File: src/rtl/fft_pkg.sv
// Shared types for the butterfly operand loader: sequencer states, packet
// length and the byte-order map from flag index to operand.
package fft_pkg;

    typedef enum logic [2:0] {
        IDLE,
        LD_W,
        LD_REB,
        LD_IMB,
        LD_REA,
        LD_IMA,
        FIRE
    } seq_state_t;

    localparam int PKT_BYTES = 5;

    // Flag index i (f1 = index 0) captures operand i of the packet.
    localparam int OP_W   = 0;
    localparam int OP_REB = 1;
    localparam int OP_IMB = 2;
    localparam int OP_REA = 3;
    localparam int OP_IMA = 4;

    function automatic logic is_load(seq_state_t s);
        return (s == LD_W) || (s == LD_REB) || (s == LD_IMB) ||
               (s == LD_REA) || (s == LD_IMA);
    endfunction

    function automatic logic [PKT_BYTES-1:0] load_flags(seq_state_t s);
        logic [PKT_BYTES-1:0] f;
        f = '0;
        case (s)
            LD_W:    f[OP_W]   = 1'b1;
            LD_REB:  f[OP_REB] = 1'b1;
            LD_IMB:  f[OP_IMB] = 1'b1;
            LD_REA:  f[OP_REA] = 1'b1;
            LD_IMA:  f[OP_IMA] = 1'b1;
            default: f = '0;
        endcase
        return f;
    endfunction

endpackage

File: src/rtl/fft_load_seq_if.sv
// Byte-source / butterfly handshake bundle between the environment (master)
// and the load sequencer (slave).
interface fft_load_seq_if #(
    parameter int IDX_W = 2
) ();
    logic             en;
    logic             readyin;
    logic             bf_busy;
    logic             rdy_out;
    logic             f1;
    logic             f2;
    logic             f3;
    logic             f4;
    logic             f5;
    logic             readyin_1;
    logic             bf_start;
    logic [IDX_W-1:0] bf_idx;
    logic             frame_done;
    logic             timeout_err;

    modport master (
        output en, readyin, bf_busy,
        input  rdy_out, f1, f2, f3, f4, f5, readyin_1,
               bf_start, bf_idx, frame_done, timeout_err
    );

    modport slave (
        input  en, readyin, bf_busy,
        output rdy_out, f1, f2, f3, f4, f5, readyin_1,
               bf_start, bf_idx, frame_done, timeout_err
    );
endinterface

File: src/rtl/fft_gap_timer.sv
// Idle-gap counter: counts i_inc cycles since the last i_clear and flags the
// cycle in which the count would reach LIMIT (LIMIT = 0 never expires).
module fft_gap_timer #(
    parameter int LIMIT = 16
) (
    input  logic clock,
    input  logic n_rst,
    input  logic i_clear,
    input  logic i_inc,
    output logic o_expire
);
    localparam int CW = (LIMIT > 0) ? $clog2(LIMIT + 1) : 1;
    localparam logic [CW-1:0] LAST = CW'((LIMIT > 0) ? LIMIT - 1 : 0);
    localparam logic ENABLED = (LIMIT > 0);

    logic [CW-1:0] r_cnt;

    assign o_expire = ENABLED && i_inc && (r_cnt == LAST);

    always_ff @(posedge clock or negedge n_rst) begin
        if (!n_rst) begin
            r_cnt <= '0;
        end else if (i_clear || o_expire) begin
            r_cnt <= '0;
        end else if (i_inc && ENABLED) begin
            r_cnt <= r_cnt + 1'b1;
        end
    end
endmodule

File: src/rtl/fft_load_seq.sv
// Butterfly load sequencer: turns the readyin byte strobe into one-hot operand
// capture flags, launches a butterfly per 5-byte packet and counts per frame.
module fft_load_seq
    import fft_pkg::*;
#(
    parameter int NUM_BF  = 4,
    parameter int TIMEOUT = 16,
    parameter int IDX_W   = (NUM_BF > 1) ? $clog2(NUM_BF) : 1
) (
    input  logic          clock,
    input  logic          n_rst,
    fft_load_seq_if.slave bus
);
    localparam logic [IDX_W-1:0] LAST_IDX = IDX_W'(NUM_BF - 1);

    seq_state_t           r_state;
    seq_state_t           w_nxt_state;
    logic [PKT_BYTES-1:0] r_flags;
    logic                 r_rdy;
    logic                 r_fire;
    logic                 r_terr;
    logic [IDX_W-1:0]     r_idx;

    logic w_in_gap;
    logic w_inc;
    logic w_clr;
    logic w_expire;
    logic w_start;
    logic w_last;

    // LD_W waits for a packet indefinitely; only mid-packet gaps are timed.
    assign w_in_gap = (r_state == LD_REB) || (r_state == LD_IMB) ||
                      (r_state == LD_REA) || (r_state == LD_IMA);
    assign w_inc    = w_in_gap && !bus.readyin;
    assign w_clr    = !w_in_gap || bus.readyin;
    assign w_start  = r_fire && !bus.bf_busy;
    assign w_last   = (r_idx == LAST_IDX);

    fft_gap_timer #(
        .LIMIT(TIMEOUT)
    ) u_gap (
        .clock   (clock),
        .n_rst   (n_rst),
        .i_clear (w_clr),
        .i_inc   (w_inc),
        .o_expire(w_expire)
    );

    always_comb begin
        w_nxt_state = r_state;
        case (r_state)
            IDLE:    if (bus.en) w_nxt_state = LD_W;
            LD_W:    if (bus.readyin) w_nxt_state = LD_REB;
            LD_REB:  if (bus.readyin) w_nxt_state = LD_IMB;
                     else if (w_expire) w_nxt_state = LD_W;
            LD_IMB:  if (bus.readyin) w_nxt_state = LD_REA;
                     else if (w_expire) w_nxt_state = LD_W;
            LD_REA:  if (bus.readyin) w_nxt_state = LD_IMA;
                     else if (w_expire) w_nxt_state = LD_W;
            LD_IMA:  if (bus.readyin) w_nxt_state = FIRE;
                     else if (w_expire) w_nxt_state = LD_W;
            FIRE:    if (w_start) w_nxt_state = w_last ? IDLE : LD_W;
            default: w_nxt_state = IDLE;
        endcase
    end

    // Flags and ready are decoded from the next state so they are registered
    // and valid for the whole cycle the loader samples them.
    always_ff @(posedge clock or negedge n_rst) begin
        if (!n_rst) begin
            r_state <= IDLE;
            r_flags <= '0;
            r_rdy   <= 1'b0;
            r_fire  <= 1'b0;
            r_terr  <= 1'b0;
            r_idx   <= '0;
        end else begin
            r_state <= w_nxt_state;
            r_flags <= load_flags(w_nxt_state);
            r_rdy   <= is_load(w_nxt_state);
            r_fire  <= (w_nxt_state == FIRE);
            r_terr  <= w_expire;
            if (w_start) begin
                r_idx <= w_last ? '0 : r_idx + 1'b1;
            end
        end
    end

    assign bus.rdy_out     = r_rdy;
    assign bus.readyin_1   = r_rdy;
    assign bus.f1          = r_flags[OP_W];
    assign bus.f2          = r_flags[OP_REB];
    assign bus.f3          = r_flags[OP_IMB];
    assign bus.f4          = r_flags[OP_REA];
    assign bus.f5          = r_flags[OP_IMA];
    assign bus.bf_start    = w_start;
    assign bus.frame_done  = w_start && w_last;
    assign bus.timeout_err = r_terr;
    assign bus.bf_idx      = r_idx;
endmodule

File: src/flat_wrapper.sv
// flat-port wrapper written by rule: the top's interface ports become plain ports
module fft_load_seq_flat import fft_pkg::*;
#(
    parameter int NUM_BF  = 4,
    parameter int TIMEOUT = 16,
    parameter int IDX_W   = (NUM_BF > 1) ? $clog2(NUM_BF) : 1
)
  (clock, n_rst, bus_en, bus_readyin, bus_bf_busy, bus_rdy_out, bus_f1, bus_f2, bus_f3, bus_f4, bus_f5, bus_readyin_1, bus_bf_start, bus_bf_idx, bus_frame_done, bus_timeout_err);
  fft_load_seq_if #(.IDX_W(IDX_W)) bus_i ();
  input  logic clock;
  input  logic n_rst;
  input wire logic [$bits(bus_i.en)-1:0] bus_en;
  input wire logic [$bits(bus_i.readyin)-1:0] bus_readyin;
  input wire logic [$bits(bus_i.bf_busy)-1:0] bus_bf_busy;
  output wire logic [$bits(bus_i.rdy_out)-1:0] bus_rdy_out;
  output wire logic [$bits(bus_i.f1)-1:0] bus_f1;
  output wire logic [$bits(bus_i.f2)-1:0] bus_f2;
  output wire logic [$bits(bus_i.f3)-1:0] bus_f3;
  output wire logic [$bits(bus_i.f4)-1:0] bus_f4;
  output wire logic [$bits(bus_i.f5)-1:0] bus_f5;
  output wire logic [$bits(bus_i.readyin_1)-1:0] bus_readyin_1;
  output wire logic [$bits(bus_i.bf_start)-1:0] bus_bf_start;
  output wire logic [$bits(bus_i.bf_idx)-1:0] bus_bf_idx;
  output wire logic [$bits(bus_i.frame_done)-1:0] bus_frame_done;
  output wire logic [$bits(bus_i.timeout_err)-1:0] bus_timeout_err;
  assign bus_i.en = bus_en;
  assign bus_i.readyin = bus_readyin;
  assign bus_i.bf_busy = bus_bf_busy;
  assign bus_rdy_out = bus_i.rdy_out;
  assign bus_f1 = bus_i.f1;
  assign bus_f2 = bus_i.f2;
  assign bus_f3 = bus_i.f3;
  assign bus_f4 = bus_i.f4;
  assign bus_f5 = bus_i.f5;
  assign bus_readyin_1 = bus_i.readyin_1;
  assign bus_bf_start = bus_i.bf_start;
  assign bus_bf_idx = bus_i.bf_idx;
  assign bus_frame_done = bus_i.frame_done;
  assign bus_timeout_err = bus_i.timeout_err;
  fft_load_seq #(.NUM_BF(NUM_BF), .TIMEOUT(TIMEOUT), .IDX_W(IDX_W)) u_core (.clock(clock), .n_rst(n_rst), .bus(bus_i));
endmodule
File: config.mk
export PLATFORM = sky130hd
export DESIGN_NAME = fft_load_seq_flat
export DESIGN_NICKNAME = d
export VERILOG_FILES = /design/src/rtl/fft_pkg.sv /design/src/rtl/fft_load_seq_if.sv /design/src/rtl/fft_gap_timer.sv /design/src/rtl/fft_load_seq.sv /design/src/flat_wrapper.sv
export SDC_FILE = /design/constraint.sdc
export NUM_CORES = 1
export LEC_CHECK = 0
export ABC_AREA = 1
export BUFFER_PORTS_ARGS = -buffer_cell sky130_fd_sc_hd__buf_2
export CAP_MARGIN = 20
export CORE_MARGIN = 2
export CORE_UTILIZATION = 40
export CTS_BUF_LIST = sky130_fd_sc_hd__clkbuf_16
export CTS_CLUSTER_SIZE = 25
export DETAILED_ROUTE_END_ITERATION = 8
export PLACE_DENSITY = 0.68
export RECOVER_POWER = 50
export SETUP_SLACK_MARGIN = 0.05
export SYNTH_ARGS = -nofsm -noshare
export SYNTH_HDL_FRONTEND = slang
export SYNTH_SLANG_ARGS = --single-unit
File: constraint.sdc
create_clock -name clock -period 3.67 [get_ports clock]
set_input_delay 0.734 -clock clock [delete_from_list [all_inputs] [get_ports clock]]
set_output_delay 0.734 -clock clock [all_outputs]
set_load 0.02 [all_outputs]
Word-level counts from Yosys, hierarchy flattened
Cells that the tools add are included.
Storage, ports and cells
  register bits after elaboration: 18
  output and inout bits: 12
  word-level logic and storage cells: 59
Cells by class
  add/subtract/negate cells: 2
  equality and inequality tests: 14
  multiplexer cells: 18
  reduce and logical (&&, ||, !) cells: 18
Operators by type and width (count)
  $mux 3: 8
  $pmux 3 s7: 1
  $eq 3x3->1 const B: 6
  $eq 3x2->1 const B: 4
  $mux 5: 2
  $logic_or 1x1->1: 9
  $eq 3x1->1 const B: 2
  $mux 1: 6
  $add 5x1->5 const B: 1
  $eq 5x4->1 const B: 1
  $logic_and 1x1->1: 4
  $logic_not 1->1: 3
  $logic_not 3->1: 1
  $add 2x1->2 const B: 1
  $eq 2x2->1 const B: 1
  $mux 2: 1
  $reduce_bool 2->1: 1

Longest topological paths before layout
  depth in word-level cells: 14
  mapped depth: 11

Cells and area by module
A second synthesis with hierarchy kept.
Unflattened totals
  cell total of the unflattened synthesis: 114
  area total of the unflattened synthesis: 914.6 µm²
By module, submodules not included
  fft_load_seq: times used 1, cells an instance 81, area an instance 645.6 µm², seq. area each 325.3 µm²
  fft_gap_timer: times used 1, cells an instance 33, area an instance 269.0 µm², seq. area each 125.1 µm²

Worst setup path before layout
Ideal clock, no wire load.
  path kind: input to output
  from: input port bus_bf_busy
  to: output port bus_frame_done
  arrival: 1.167 ns
  data required time: 2.936 ns
  setup slack: 1.769 ns
  stages: 3
  cells stage by stage: inv_1 -> nand2_1 -> nor2_1
On the way
  word-level cells in the longest chain between the ends: 3
Ends and longest elaborated chain
  from (decl): RTL line flat_wrapper.sv:14  | input wire logic [$bits(bus_i.bf_busy)-1:0] bus_bf_busy;
  $logic_not 1->1: RTL line fft_load_seq.sv:36  | assign w_start = r_fire && !bus.bf_busy;
  $logic_and 1x1->1: RTL line fft_load_seq.sv:36
  $logic_and 1x1->1: RTL line fft_load_seq.sv:97  | assign bus.frame_done = w_start && w_last;
  to (decl): RTL line flat_wrapper.sv:24  | output wire logic [$bits(bus_i.frame_done)-1:0] bus_frame_done;
No other way between the ends.

Final worst setup path
  from: input port bus_bf_busy
  to: output port bus_bf_start
On the way
  word-level cells in the longest chain between the ends: 2
Ends and longest elaborated chain
  $logic_not 1->1: RTL line fft_load_seq.sv:36
  $logic_and 1x1->1: RTL line fft_load_seq.sv:36
  to (decl): RTL line flat_wrapper.sv:22  | output wire logic [$bits(bus_i.bf_start)-1:0] bus_bf_start;
No other way between the ends.

==> run summary <==
status - completed
Synth async-reset ratio - 100%
CTS clk-pin slew, worst paths - 50 ps
first-pass GRT wire length - 2.70 mm
TNS Setup - 0 ps
grt peak-use layer - met2
Max FO, Critical Path - 5
peak supply drop - 0.394 mV
Die H - 50.6 µm
Setup Crit Path Kind - in2out
worst-margin pin slew - 960 ps
Post-Syn Area per Cell - 8.76 µm²
largest net degree at the start of global routing - 19
gr usage total - 14.4%
PD cells - 859 nW/µm²
top-level port count - 17
Routed wire per std cell - 10.6 µm
H-tree Lvls - 1
Tcrit/Tclk final - 54.7%
RSZ-0062 raised after global routing - no
Post-CTS Setup Bufs - 0
Max Fclk - 498 MHz
full die area - 2560 µm²
Placement Rows - 16
count of final setup violators - 0
Clock Latency Late Sink - 250 ps
Synthesis Warnings - 0
GP Congestion - 0.846
DIE WIDTH - 50.6 µm
worst hold slack - 462 ps
initial core utilization - 43.3%
crit path cell chain - buf_2, inv_1, nand2_1, inv_1, buf_2
Worst path max stage delay - 170 ps
vias in the first global route - 678
ys flop type - dfrtp_1
sequential fraction of the synthesis area - 51.9%
placed wire-length estimate - 1.09 mm
crit path capture - bus_bf_start
fill cell count - 194
CTS tree - done
Tightest Hold Check Type - reg2reg
vias after detailed routing - 676
count leader, synth - nand2_1
area delta synth->final - 19.3%
pins over their slew limit - 0
1st-pass router iterations - 4
Worst Setup End Kind - output port
final wirelength - 1.52 mm
share of layout cells above drive strength 1 - 23.1%
Reg2Reg Depth - 11
grt met2 use - 24.1%
antenna-violating nets left - 0
min Tclk post-route - 2010 ps
initial DRC count - 5
worst reg2reg setup slack - 2040 ps
drt via density - 4.69
Critical Path AT - 1270 ps
worst path required time - 2940 ps
Num CTS Buffers - 3
area leader, netlist - dfrtp_1
met3 usage - 2.98%
Hold Vio Cnt, Final - 0
ANT cells - 0
Leak - 0.580 nW
initial antenna violation count - 0
number of distinct library cells after synthesis - 20
Synth area leaders - dfrtp_1 52%, nand2_1 8.2%, inv_1 6.9%, nor2_1 5.2%, nand2_2 5.1%
multi-input logic area - 334 µm²
slowest cell on the critical path - buf_2
Slew headroom - 36.0%
clock sink count - 18
Mapped Area - 867 µm²
clk root buf - clkbuf_16
PnR Total Power - 888 µW
Syn Nets - 107
Yosys reg bits - 18
Clock Tree Buf Depth - 2
hold_buf cts - 0
nets@finish - 127
Synth top area share - 51.9%
maxcap violations - 0
area of the core - 2000 µm²
Resized cells post-CTS - 0
DRC - 0
grt ovf - 0
Mapped Cells - 99
Post-synth top cells - 19 x nand2_1, 18 x dfrtp_1, 16 x inv_1
GR Util met1 - 16.2%
buffers added on ports - 16
Post-synth EDFFs - 0
Fin Clk Skew - 2.26 ps
CP Launch Type - primary input
FF+latch area - 450 µm²
Reg2Reg Capture Point - u_core.bus.rdy_out$_DFF_PN0_
R2R Path Start - u_core.u_gap.r_cnt[0]$_DFFE_PN0P_
start point of the critical path - bus_bf_busy
==> kinds of logic (layout without fill, tap and decap cells) <==
group,Yosys count,in the layout,synth area share [%]
buffers and inverters,18,36,8.23
xor gates and xnor gates,1,1,1.01
adders and majority gates,3,3,4.33
and+or+nand+nor,53,53,30.7
DFF,18,18,51.9
AOI/OAI and AO/OA,6,6,3.75
==> how the worst min path moves through the flow <==
stage / slack [ps] / from / endpoint / cells past startpoint
2_1_floorplan: 430 / u_core.u_gap.r_cnt[0]$_DFFE_PN0P_ / u_core.u_gap.r_cnt[0]$_DFFE_PN0P_ / 1
3_5_place_dp: 460 / u_core.u_gap.r_cnt[0]$_DFFE_PN0P_ / u_core.u_gap.r_cnt[0]$_DFFE_PN0P_ / 1
4_1_cts: 430 / n_rst / u_core.bus.timeout_err$_DFF_PN0_ / 1
5_1_grt: 490 / u_core.u_gap.r_cnt[0]$_DFFE_PN0P_ / u_core.u_gap.r_cnt[0]$_DFFE_PN0P_ / 1
6_report: 460 / u_core.u_gap.r_cnt[0]$_DFFE_PN0P_ / u_core.u_gap.r_cnt[0]$_DFFE_PN0P_ / 1
3_3_place_gp: 450 / u_core.u_gap.r_cnt[0]$_DFFE_PN0P_ / u_core.u_gap.r_cnt[0]$_DFFE_PN0P_ / 1
==> registers in the layout (all words and copies together), names as in the netlist <==
name / flops
u_core.r_flags: 5
u_core.bus.bf_idx: 2
u_core.bus.rdy_out: 1
u_core.bus.timeout_err: 1
u_core.r_fire: 1
u_core.r_state: 3
u_core.u_gap.r_cnt: 5
==> placed cells by master, fill, tap and decap left out <==
cell        n
a21oi_1     4
buf_2      14
clkbuf_1    2
clkbuf_16   3
dfrtp_1    18
ha_1        3
inv_1      16
inv_2       1
nand2_1    21
nand2_2     5
nand2_4     2
nand3_1     6
nand3_2     1
nand4_1     3
nor2_1     12
nor2_2      1
nor3_1      1
nor3b_1     1
o21a_1      1
o21ai_0     1
xor2_1      1
==> metal layers <==
| layer | wire length [µm] | up-vias |
|---|---|---|
| li1 | - | 346 |
| met1 | 709 | 308 |
| met2 | 718 | 18 |
| met3 | 60 | 4 |
| met4 | 35 | 0 |
| met5 | 0 | - |
==> report_power, final <==
part | switching [mW] | internal (mW) | total, mW
Clock | 0.0715 | 0.143 | 0.215
Sequential | 0.0496 | 0.260 | 0.310
Combinational | 0.244 | 0.120 | 0.364
Total | 0.365 | 0.523 | 0.888
==> critical path, delay by kind of cell <==
family	cells	cell delay, ps
buf+inv	4	420
simple gates	1	110
==> metrics by stage <==
step	cells	setup WS [ps]	area [µm²]	util, %
detailed placement	141	1640	973	48.6
finish	144	1660	1030	51.7
global route	144	1600	1030	51.7
global placement	141	1700	973	48.6
CTS	144	1640	1050	52.4
floorplan	99	1770	867	-
==> final cells by class <==
type | instances | area share (%)
clock buffer | 3 | 7.26
inverter | 17 | 6.17
multi-input combinational | 63 | 32.3
timing repair buffer | 16 | 7.50
sequential | 18 | 43.5
tap | 27 | 3.26
(Power assumes the default switching activity.)
